<file path="config.mk">
export PLATFORM = sky130hd
export DESIGN_NAME = timer_chime_ctrl_flat
export DESIGN_NICKNAME = d
export VERILOG_FILES = /design/src/rtl/timer_chime_if.sv /design/src/rtl/timer_chime_ctrl.sv /design/src/flat_wrapper.sv
export SDC_FILE = /design/constraint.sdc
export NUM_CORES = 1
export LEC_CHECK = 0
export ABC_AREA = 1
export CAP_MARGIN = 20
export CORE_AREA = 2 2 80 158
export CTS_CLUSTER_DIAMETER = 50
export CTS_CLUSTER_SIZE = 16
export DETAILED_ROUTE_END_ITERATION = 8
export DIE_AREA = 0 0 82 160
export PLACE_DENSITY = 0.79
export SKIP_LAST_GASP = 1
export SYNTH_ARGS = -nofsm -noshare
export SYNTH_HDL_FRONTEND = slang
export SYNTH_SLANG_ARGS = --single-unit
</file>
<file path="constraint.sdc">
create_clock -name clk -period 3.1 [get_ports clk]
set_clock_uncertainty 0.15 [all_clocks]
set_input_delay 0.465 -clock clk [delete_from_list [all_inputs] [get_ports clk]]
set_output_delay 0.465 -clock clk [all_outputs]
set_load 0.02 [all_outputs]
</file>
<file path="src/rtl/timer_chime_if.sv">
// timer_chime_if
// Bundles the control and annunciator signals of timer_chime_ctrl.
//   master : driven by whoever supplies the controls (set buttons, alarm slots, stop)
//   slave  : timer_chime_ctrl itself, producing BCD time, tick, buzzer code, alarm_hit
// Slot k of alarm_time occupies bits [16k+15:16k] as {h1,h2,m1,m2} in BCD.
interface timer_chime_if #(
  parameter int NUM_ALARMS = 2
);
  logic                        set_min;
  logic                        set_hour;
  logic [NUM_ALARMS-1:0]       alarm_en;
  logic [16*NUM_ALARMS-1:0]    alarm_time;
  logic                        alarm_stop;
  logic [3:0]                  h1;
  logic [3:0]                  h2;
  logic [3:0]                  m1;
  logic [3:0]                  m2;
  logic [3:0]                  s1;
  logic [3:0]                  s2;
  logic                        tick;
  logic [1:0]                  bee_in;
  logic [NUM_ALARMS-1:0]       alarm_hit;

  modport master (
    output set_min, set_hour, alarm_en, alarm_time, alarm_stop,
    input  h1, h2, m1, m2, s1, s2, tick, bee_in, alarm_hit
  );

  modport slave (
    input  set_min, set_hour, alarm_en, alarm_time, alarm_stop,
    output h1, h2, m1, m2, s1, s2, tick, bee_in, alarm_hit
  );
endinterface

</file>
<file path="src/rtl/timer_chime_ctrl.sv">
// timer_chime_ctrl
// Single-clock BCD hh:mm:ss timekeeper with fast minute/hour setting, hourly
// chime and NUM_ALARMS alarm slots driving a 2-bit buzzer code.
//   clk  : system clock
//   rst  : asynchronous active-high reset
//   bus  : timer_chime_if.slave
//          inputs  set_min, set_hour, alarm_en, alarm_time, alarm_stop
//          outputs h1..s2 (BCD time), tick (1 pulse/s), bee_in
//                  (00 silent, 01 short, 10 long, 11 alarm), alarm_hit
module timer_chime_ctrl #(
  parameter int TICK_DIV   = 100_000_000,
  parameter int FAST_DIV   = 25_000_000,
  parameter int NUM_ALARMS = 2,
  parameter int ALARM_LEN  = 30
) (
  input logic          clk,
  input logic          rst,
  timer_chime_if.slave bus
);

  localparam int PW = $clog2(TICK_DIV);
  localparam int SW = (FAST_DIV > 1) ? $clog2(FAST_DIV) : 1;
  localparam int RW = $clog2(ALARM_LEN + 1);

  localparam logic [PW-1:0] PRESC_MAX = PW'(TICK_DIV - 1);
  localparam logic [PW-1:0] PRESC_ONE = PW'(1);
  localparam logic [SW-1:0] STEP_MAX  = SW'(FAST_DIV - 1);
  localparam logic [SW-1:0] STEP_ONE  = SW'(1);
  localparam logic [RW-1:0] RING_LOAD = RW'(ALARM_LEN);
  localparam logic [RW-1:0] RING_ONE  = RW'(1);

  typedef enum logic [1:0] {MODE_RUN, MODE_SETM, MODE_SETH} mode_e;
  typedef enum logic {ST_IDLE, ST_RING} state_e;

  // Packed {tens, ones} BCD pairs
  logic [7:0]            hour_q, hour_d;
  logic [7:0]            min_q,  min_d;
  logic [7:0]            sec_q,  sec_d;
  logic [PW-1:0]         presc_q, presc_d;
  logic                  tick_q, tick_d;
  logic [SW-1:0]         step_q, step_d;
  state_e                state_q, state_d;
  logic [RW-1:0]         ring_cnt_q, ring_cnt_d;
  logic [NUM_ALARMS-1:0] hit_q, hit_d;
  logic [1:0]            bee_q, bee_d;

  mode_e                 mode;
  logic                  step_fire;
  logic                  trigger;
  logic [NUM_ALARMS-1:0] match;
  logic [15:0]           slot;

  // Increment a 00..59 BCD pair with wrap to 00
  function automatic logic [7:0] inc_base60(input logic [7:0] v);
    logic [7:0] r;
    if (v[3:0] == 4'd9) begin
      r[3:0] = 4'd0;
      r[7:4] = (v[7:4] == 4'd5) ? 4'd0 : v[7:4] + 4'd1;
    end else begin
      r[7:4] = v[7:4];
      r[3:0] = v[3:0] + 4'd1;
    end
    return r;
  endfunction

  // Increment a 00..23 BCD pair with wrap to 00
  function automatic logic [7:0] inc_hour(input logic [7:0] v);
    logic [7:0] r;
    if (v == 8'h23) begin
      r = 8'h00;
    end else if (v[3:0] == 4'd9) begin
      r = {v[7:4] + 4'd1, 4'd0};
    end else begin
      r = {v[7:4], v[3:0] + 4'd1};
    end
    return r;
  endfunction

  // Malformed slots are simply never matched; with nibbles <= 9 a plain
  // 8-bit compare against the BCD limit is a numeric compare.
  function automatic logic slot_valid(input logic [15:0] s);
    return (s[15:12] <= 4'd9) && (s[11:8] <= 4'd9) &&
           (s[7:4]   <= 4'd9) && (s[3:0]  <= 4'd9) &&
           (s[15:8]  <= 8'h23) && (s[7:0] <= 8'h59);
  endfunction

  // Next-state logic: prescaler, time digits, set stepping, alarm FSM and
  // buzzer code. Alarm and buzzer look at next-state time so they change in
  // the same cycle as the digits.
  always_comb begin
    mode       = MODE_RUN;
    presc_d    = presc_q;
    tick_d     = 1'b0;
    step_d     = '0;
    step_fire  = 1'b0;
    hour_d     = hour_q;
    min_d      = min_q;
    sec_d      = sec_q;
    trigger    = 1'b0;
    match      = '0;
    slot       = '0;
    state_d    = state_q;
    ring_cnt_d = ring_cnt_q;
    hit_d      = hit_q;
    bee_d      = 2'b00;

    if (bus.set_min) begin
      mode = MODE_SETM;
    end else if (bus.set_hour) begin
      mode = MODE_SETH;
    end

    presc_d = (presc_q == PRESC_MAX) ? '0 : presc_q + PRESC_ONE;
    tick_d  = (presc_d == PRESC_MAX);

    if (mode == MODE_RUN) begin
      if (tick_q) begin
        sec_d = inc_base60(sec_q);
        if (sec_q == 8'h59) begin
          min_d = inc_base60(min_q);
          if (min_q == 8'h59) begin
            hour_d = inc_hour(hour_q);
          end
        end
      end
    end else begin
      // Step counter free-runs while any set button is held; switching
      // between minute and hour setting keeps its phase.
      step_fire = (step_q == STEP_MAX);
      step_d    = step_fire ? '0 : step_q + STEP_ONE;
      sec_d     = 8'h00;
      if (step_fire) begin
        if (mode == MODE_SETM) begin
          min_d = inc_base60(min_q);
        end else begin
          hour_d = inc_hour(hour_q);
        end
      end
    end

    trigger = (mode == MODE_RUN) && tick_q && (sec_q == 8'h59);
    for (int k = 0; k < NUM_ALARMS; k++) begin
      slot     = bus.alarm_time[16*k +: 16];
      match[k] = trigger && bus.alarm_en[k] && slot_valid(slot) &&
                 (slot == {hour_d, min_d});
    end

    // Stop and set mode dominate so a simultaneous trigger is discarded
    if (bus.alarm_stop || (mode != MODE_RUN)) begin
      state_d    = ST_IDLE;
      ring_cnt_d = '0;
      hit_d      = '0;
    end else if (|match) begin
      state_d    = ST_RING;
      ring_cnt_d = RING_LOAD;
      hit_d      = hit_q | match;
    end else if ((state_q == ST_RING) && tick_q) begin
      if (ring_cnt_q == RING_ONE) begin
        state_d    = ST_IDLE;
        ring_cnt_d = '0;
        hit_d      = '0;
      end else begin
        ring_cnt_d = ring_cnt_q - RING_ONE;
      end
    end

    if (mode == MODE_RUN) begin
      if ((min_d == 8'h00) && (sec_d == 8'h00)) begin
        bee_d = 2'b10;
      end else if (state_d == ST_RING) begin
        bee_d = 2'b11;
      end else if ((min_d == 8'h59) && (sec_d[7:4] == 4'd5) && !sec_d[0]) begin
        bee_d = 2'b01;
      end
    end
  end

  // State registers
  always_ff @(posedge clk or posedge rst) begin
    if (rst) begin
      hour_q     <= 8'h00;
      min_q      <= 8'h00;
      sec_q      <= 8'h00;
      presc_q    <= '0;
      tick_q     <= 1'b0;
      step_q     <= '0;
      state_q    <= ST_IDLE;
      ring_cnt_q <= '0;
      hit_q      <= '0;
      bee_q      <= 2'b00;
    end else begin
      hour_q     <= hour_d;
      min_q      <= min_d;
      sec_q      <= sec_d;
      presc_q    <= presc_d;
      tick_q     <= tick_d;
      step_q     <= step_d;
      state_q    <= state_d;
      ring_cnt_q <= ring_cnt_d;
      hit_q      <= hit_d;
      bee_q      <= bee_d;
    end
  end

  assign bus.h1        = hour_q[7:4];
  assign bus.h2        = hour_q[3:0];
  assign bus.m1        = min_q[7:4];
  assign bus.m2        = min_q[3:0];
  assign bus.s1        = sec_q[7:4];
  assign bus.s2        = sec_q[3:0];
  assign bus.tick      = tick_q;
  assign bus.bee_in    = bee_q;
  assign bus.alarm_hit = hit_q;

endmodule

</file>
<file path="src/flat_wrapper.sv">
// flat-port wrapper written by rule: the top's interface ports become plain ports
module timer_chime_ctrl_flat 
#(
  parameter int TICK_DIV   = 100_000_000,
  parameter int FAST_DIV   = 25_000_000,
  parameter int NUM_ALARMS = 2,
  parameter int ALARM_LEN  = 30
)
  (clk, rst, bus_set_min, bus_set_hour, bus_alarm_en, bus_alarm_time, bus_alarm_stop, bus_h1, bus_h2, bus_m1, bus_m2, bus_s1, bus_s2, bus_tick, bus_bee_in, bus_alarm_hit);
  timer_chime_if #(.NUM_ALARMS(NUM_ALARMS)) bus_i ();
  input logic clk;
  input logic rst;
  input wire logic [$bits(bus_i.set_min)-1:0] bus_set_min;
  input wire logic [$bits(bus_i.set_hour)-1:0] bus_set_hour;
  input wire logic [$bits(bus_i.alarm_en)-1:0] bus_alarm_en;
  input wire logic [$bits(bus_i.alarm_time)-1:0] bus_alarm_time;
  input wire logic [$bits(bus_i.alarm_stop)-1:0] bus_alarm_stop;
  output wire logic [$bits(bus_i.h1)-1:0] bus_h1;
  output wire logic [$bits(bus_i.h2)-1:0] bus_h2;
  output wire logic [$bits(bus_i.m1)-1:0] bus_m1;
  output wire logic [$bits(bus_i.m2)-1:0] bus_m2;
  output wire logic [$bits(bus_i.s1)-1:0] bus_s1;
  output wire logic [$bits(bus_i.s2)-1:0] bus_s2;
  output wire logic [$bits(bus_i.tick)-1:0] bus_tick;
  output wire logic [$bits(bus_i.bee_in)-1:0] bus_bee_in;
  output wire logic [$bits(bus_i.alarm_hit)-1:0] bus_alarm_hit;
  assign bus_i.set_min = bus_set_min;
  assign bus_i.set_hour = bus_set_hour;
  assign bus_i.alarm_en = bus_alarm_en;
  assign bus_i.alarm_time = bus_alarm_time;
  assign bus_i.alarm_stop = bus_alarm_stop;
  assign bus_h1 = bus_i.h1;
  assign bus_h2 = bus_i.h2;
  assign bus_m1 = bus_i.m1;
  assign bus_m2 = bus_i.m2;
  assign bus_s1 = bus_i.s1;
  assign bus_s2 = bus_i.s2;
  assign bus_tick = bus_i.tick;
  assign bus_bee_in = bus_i.bee_in;
  assign bus_alarm_hit = bus_i.alarm_hit;
  timer_chime_ctrl #(.TICK_DIV(TICK_DIV), .FAST_DIV(FAST_DIV), .NUM_ALARMS(NUM_ALARMS), .ALARM_LEN(ALARM_LEN)) u_core (.clk(clk), .rst(rst), .bus(bus_i));
endmodule
</file>
==> impl_metrics.ini, run 1 <==
[route]
drtAntennaViolNets = 0
drtIter0Drc = 785
drc = 0
drt_wl_total_microns = 20650
routedWlPerCell_microns = 15.69
vias = 7623
viasPerCell = 5.793
first_pass_iters = 6

[setup_path]
r2r-start = u_core.step_q[0]
cp_slowest_cell = dfrtp_1
arrival_ns = 3.01
rr_worst_depth = 20
cp_common_cell = nand2_1
reg2reg_slack_ns = 0.18
crit_path_max_fanout = 8
cp_cell_sequence = ha_2, nand3_2, inv_1, nand2_1, nor2_4, nand3_2, nand2_4, nand2_1, nand2_1, nand2_1, nand2_1, nand2_1, nor2_1, nand2_1, nor2_1, nand3_2, nand2_2, inv_2, o211ai_1, nand2_1
cp-end-kind = flip-flop
slowest_delay_ns = 0.38
critPathRequiredTime_ns = 3.19
crit_type = reg -> reg
timing.rr.end = u_core.bus.alarm_hit[1]
start_kind = flip-flop

[die]
start_util_pct = 57.38
core-area_sq_um = 11980
die_y_microns = 160
ioPinCount = 68
dieArea_sq_um = 13120
die_width_microns = 82
rows = 57

[placement]
io_buffer_count = 67
dp_hpwl_microns = 16000
dp.cells = 1288
pre_cts_slack_ns = 0.006156
gp_congestion = 1.043

[cts]
numCtsBuffers = 9
clkSlewWorstSetupHoldPaths_ns = 0.08
clkLatencyLatePin_ns = 0.35
cts_hold_buf = 0
cts_tree = yes
clock_path_buffers = 2
htree_levels = 3
cts_root_buffer = clkbuf_16
clock-sinks = 87

[timing]
hold_viol_final = 0
slew_violations = 0
max-slew-margin-rel_pct = 61.59
setup_slack_ns = 0.1813
setup_tns_ns = 0
period_share_pct = 94.15
grt_setup_unrepaired = yes
max_freq_ghz = 0.3426
setup_viol = 0
min_period_ns = 2.919
worst_pin_slew_ns = 0.5682

[synthesis]
seq_area_frac_synth_pct = 31.67
ys_types = 52
syn_inst = 1068
syn_area_sq_um = 6875
synth-edff-count = 0
syn-mean-instance-area_sq_um = 6.438
synth_nets = 1119
synth_ff_type = dfrtp_1
async_flop_share_pct = 100.0
yosys_warnings = 0
synth-seq-cells = 87

[grt]
grt_pass1_wl_microns = 32820
gr-total-overflow = 0
grt_pass1_vias = 7006
antenna_found_initial = 0
grt_max_degree = 61
grt_usage_pct = 31.77

[run]
maxCapViolations = 0

[finish]
nNetsFinal = 1215
layoutNonFillerInstCount = 1316
area_growth_syn_to_layout_pct = 20.53
n_antenna_cell = 0
drive_gt1_share_pct = 9.153

[pwr]
leakagePower_uw = 0.004049
irDropWorstVdd_uv = 326.2
power_density_nw_per_um2 = 364.7

[hold_path]
hold_class = in -> async

[run_status]
outcome = completed
[worst max-delay path by stage]
stage / startpoint / end / slack, ns
floorplan: rst / u_core.bus.alarm_hit[0] / 0.23
global placement: bus_set_min / u_core.ring_cnt_q[0] / 0.04
detailed placement: bus_set_min / u_core.ring_cnt_q[1] / 0.006
CTS: u_core.hour_q[1] / u_core.ring_cnt_q[0] / 0.12
global route: u_core.min_q[5] / u_core.ring_cnt_q[1] / -0.04
finish: u_core.step_q[0] / u_core.bus.alarm_hit[1] / 0.18
[metrics by stage]
| stage | total power, uW | hold slack (ns) | util [%] | cell area, sq um |
|---|---|---|---|---|
| 5_1_grt | 3156 | 0.3512 | 69.16 | 8287 |
| 6_report | 3022 | 0.3253 | 69.16 | 8287 |
| 3_3_place_gp | 1881 | 0.2985 | 65.08 | 7797 |
| 3_5_place_dp | 1884 | 0.3066 | 65.08 | 7797 |
| 4_1_cts | 3013 | 0.3161 | 67.66 | 8107 |
| 2_1_floorplan | 1640 | 0.2829 | - | 6875 |
[power breakdown]
| group | internal (uW) | leakage [uW] | switching [uW] | total, uW |
|---|---|---|---|---|
| sequential | 1170 | 0.00115 | 53.5 | 1230 |
| clock | 579 | 0.000151 | 546 | 1130 |
| combinational | 251 | 0.00275 | 417 | 667 |
| total | 2010 | 0.00405 | 1020 | 3020 |
[cell usage after synthesis, types with 12 or more instances]
master | instances | area (sq um)
a21oi_1 | 29 | 145.1
dfrtp_1 | 87 | 2177
ha_1 | 12 | 150.1
inv_1 | 164 | 615.6
nand2_1 | 280 | 1051
nand3_1 | 102 | 510.5
nand4_1 | 48 | 300.3
nor2_1 | 138 | 518.0
nor3_1 | 38 | 190.2
nor4_1 | 16 | 100.1
o21ai_0 | 31 | 155.2
xor2_1 | 15 | 131.4
[timing repair]
item | in CTS | in global routing
resized for setup | 0 | 25
hold endpoints to repair | 0 | 0
endpoints found under the setup margin | 0 | 12
setup buffers | 0 | 11
[cell usage in the layout (no fill, tap or decap), types with 29 or more instances in the layout]
cell | Yosys | routed
a21oi_1 | 29 | 29
clkdlybuf4s50_1 | 0 | 67
dfrtp_1 | 87 | 87
inv_1 | 164 | 159
nand2_1 | 280 | 278
nand3_1 | 102 | 99
nand4_1 | 48 | 48
nor2_1 | 138 | 132
nor3_1 | 38 | 38
o21ai_0 | 31 | 31
[critical path, delay by kind of cell, from the launching register on]
family	cells	cell delay, ns
flip-flops	1	0.38
adder cells (fa/ha/maj)	1	0.21
AND/OR/NAND/NOR	16	1.81
AO/OA/AOI/OAI	1	0.08
buffers and inverters	2	0.15
[area by class of cell]
type	count	area [sq um]
Clock buffer	9	225.2
Clock inverter	7	83.83
Fill cell	1065	3695
Inverter	174	661.9
Multi-Input combinational cell	800	4084
Sequential cell	87	2177
Tap cell	147	183.9
Timing Repair Buffer	92	870.8
[registers in the layout (all words and copies together) (netlist names)]
register / flops
u_core.presc_q: 27
u_core.step_q: 25
u_core.hour_q: 8
u_core.min_q: 8
u_core.sec_q: 8
u_core.ring_cnt_q: 5
u_core.bus.alarm_hit: 2
u_core.bus.bee_in: 2
u_core.bus.tick: 1
u_core.state_q: 1
[kinds of logic after synthesis]
| group | share of synthesized area, % |
|---|---|
| AO/OA/AOI/OAI | 9.045 |
| adder cells (fa/ha/maj) | 2.184 |
| flip-flops | 31.67 |
| AND/OR/NAND/NOR | 44.46 |
| multiplexers | 0.1638 |
| XOR/XNOR | 2.166 |
| buffers and inverters | 10.32 |
[metal layers]
layer	routed length (microns)	global-route usage, %	vias up
met1	8786	44.26	3512
met3	1368	4.181	73
met5	0	0	-
li1	-	-	3690
met4	685	11.52	0
met2	9814	49.96	348
Power figures use the tool's default switching activity.
==> run 2: changes to the inputs <==
==> constraint.sdc (replaced) <==
create_clock -name clk -period 3.2 [get_ports clk]
set_clock_uncertainty 0.15 [all_clocks]
set_input_delay 0.48 -clock clk [delete_from_list [all_inputs] [get_ports clk]]
set_output_delay 0.48 -clock clk [all_outputs]
set_load 0.02 [all_outputs]
==> run 2 against run 1 <==
Net effect: utilization decreased by 1.2 points; routed wire length decreased by 0.86%; via count decreased by 0.89%; cell count decreased by 0.91%; worst setup slack improved by 0.017 ns; first-iteration DRC count increased by 0.25%; register-to-register slack improved by 0.02 ns; critical endpoint is now u_core.bus.bee_in[0]; sequential share of layout area increased by 0.46 points; largest cell class unchanged; count of clock-buffer cells in the layout unchanged; global-route usage increased by 0.60 points; fmax decreased by 2.8%.
==> impl_metrics.ini, run 2 (synthesis gave the netlist of run 1 again) <==
[setup_path]
crit_path_max_fanout = 6
crit_type = reg -> reg
crit_buf_inv = 4
cp-startpoint = u_core.min_q[5]
cp_cell_sequence = inv_1, ha_1, nand2_1, nor2_1, nand2_1, nand2_1, nand2_1, inv_2, or2_1, nand3_1, inv_1, nand2_1, nand3_1, nor2_1, nand3_4, nand2_2, nand2_2, nand3_2, nand2_1, inv_1
reg2reg_slack_ns = 0.20
critPathCapture = u_core.bus.bee_in[0]
cp_slowest_cell = dfrtp_1
critPathRequiredTime_ns = 3.35
start_kind = flip-flop
arrival_ns = 3.15
cp-end-kind = flip-flop
crit_cells = 20
critPathTopFamily = simple AND/OR/NAND/NOR gates
cp_common_cell = nand2_1
slowest_delay_ns = 0.43
rr_worst_depth = 20
r2r-start = u_core.min_q[5]
timing.rr.end = u_core.bus.bee_in[0]

[pwr]
total_power_uw = 2924
power_switching_uw = 982.0
power.share.sequential_pct = 40.6
clkPwrFrac_pct = 37.3
irDropWorstVdd_uv = 332.2
power_density_nw_per_um2 = 359.0
combPwrFrac_pct = 22.1
p_sw_share_pct = 33.58
leakagePower_uw = 0.003977
p_int_uw = 1942

[timing]
period_share_pct = 93.80
setup_viol = 0
max-slew-margin-rel_pct = 41.86
slew_violations = 0
min_period_ns = 3.002
hold_viol_final = 0
whs_ns = 0.3339
max_freq_ghz = 0.3332
worst_pin_slew_ns = 0.8721

[die]
start_util_pct = 57.38
core-area_sq_um = 11980
ioPinCount = 68
rows = 57
die_width_microns = 82
die_y_microns = 160
dieArea_sq_um = 13120

[route]
drc = 0
first_pass_iters = 6
routedWlPerCell_microns = 15.70
drtIter0Drc = 787
vias = 7555
drt_wl_total_microns = 20480
viasPerCell = 5.794
drtAntennaViolNets = 0

[hold_path]
hold_class = reg -> reg
min_from = u_core.step_q[0]

[cts]
numCtsBuffers = 9
clkLatencyLatePin_ns = 0.36
htree_levels = 3
cts_tree = yes
clock_path_buffers = 2
cts_hold_buf = 0
cts_root_buffer = clkbuf_16
clock-sinks = 87
clkSlewWorstSetupHoldPaths_ns = 0.08

[run_status]
outcome = completed

[finish]
top_regs = u_core.presc_q x27, u_core.step_q x25
n_antenna_cell = 0
largest_reg_flops = 27
largest_register = u_core.presc_q
post-route-util_pct = 67.97
area_growth_syn_to_layout_pct = 18.45
drive_gt1_share_pct = 7.433
nNetsFinal = 1203
final_cell_mix = nand2_1, inv_1, nor2_1
mostFrequentLayoutCell = nand2_1

[grt]
grt_usage_pct = 32.37
grt_pass1_wl_microns = 33350
antenna_found_initial = 0
grt_max_degree = 48
gr-total-overflow = 0
grt_pass1_vias = 7154

[placement]
dp_hpwl_microns = 16080
gp_congestion = 1.050
io_buffer_count = 67

[run]
maxCapViolations = 0
run 2: cell types whose count changed in the layout (fill, tap and decap cells not counted), sizes merged:
cell    before  now
buf         25   14
clkinv       7    5
nand2      294  293
inv        174  176
run 2: final cells by class:
type	count	area [sq um]
fill	1122	3837
timing repair buffer	81	788.3
clock inverter	7	81.33
multi-input combinational	799	4029
sequential	87	2177
clock buffer	9	225.2
tap	147	183.9
inverter	174	659.4
run 2: metrics by stage:
stage,setup WS [ns],cell area (sq um),TNS (ns),cells
finish,0.1984,8144,0,1304
global route,-0.02749,8144,-0.02749,1304
global placement,0.1072,7775,0,1285
detailed placement,0.002905,7775,0,1285
CTS,0.1404,8082,0,1301
floorplan,0.3198,6875,0,1068
run 2: power by group through the flow:
stage | registers [uW] | logic (uW) | clock network, uW
2_1_floorplan | 1220 | 367 | 0
3_3_place_gp | 1210 | 613 | 0
3_5_place_dp | 1210 | 615 | 0
4_1_cts | 1190 | 620 | 1100
5_1_grt | 1200 | 714 | 1150
6_report | 1190 | 647 | 1090
run 2: routing by layer:
metal	GRT usage [%]	vias to the layer above	wire (microns)
met2	50.55	391	9606
met3	4.802	71	1519
met1	43.77	3418	8622
met4	14.47	0	729
li1	-	3675	-
met5	0	-	0
run 2: worst min-delay path by stage:
stage | cells after the start | slack (ns) | end
floorplan | 1 | 0.28 | u_core.step_q[0]
global route | 1 | 0.37 | u_core.step_q[0]
CTS | 1 | 0.32 | u_core.step_q[0]
detailed placement | 1 | 0.31 | u_core.step_q[0]
global placement | 1 | 0.30 | u_core.step_q[0]
finish | 1 | 0.33 | u_core.step_q[0]
run 2: timing repair:
item,in CTS,in global routing
endpoints found under the setup margin,0,12
setup buffers,0,3
resized for setup,0,11
==> run 3: changes to the inputs <==
--- a/config.mk
+++ b/config.mk
@@ -6,12 +6,14 @@
 export NUM_CORES = 1
 export LEC_CHECK = 0
 export ABC_AREA = 1
+export ABC_CLOCK_PERIOD_IN_PS = 3200
 export CAP_MARGIN = 20
 export CORE_AREA = 2 2 80 158
 export CTS_CLUSTER_DIAMETER = 50
 export CTS_CLUSTER_SIZE = 16
 export DETAILED_ROUTE_END_ITERATION = 8
 export DIE_AREA = 0 0 82 160
+export HOLD_SLACK_MARGIN = 0.05
 export PLACE_DENSITY = 0.79
 export SKIP_LAST_GASP = 1
 export SYNTH_ARGS = -nofsm -noshare
==> results of run 3 <==
Final layout, timing and power as in run 2 (identical DEF).
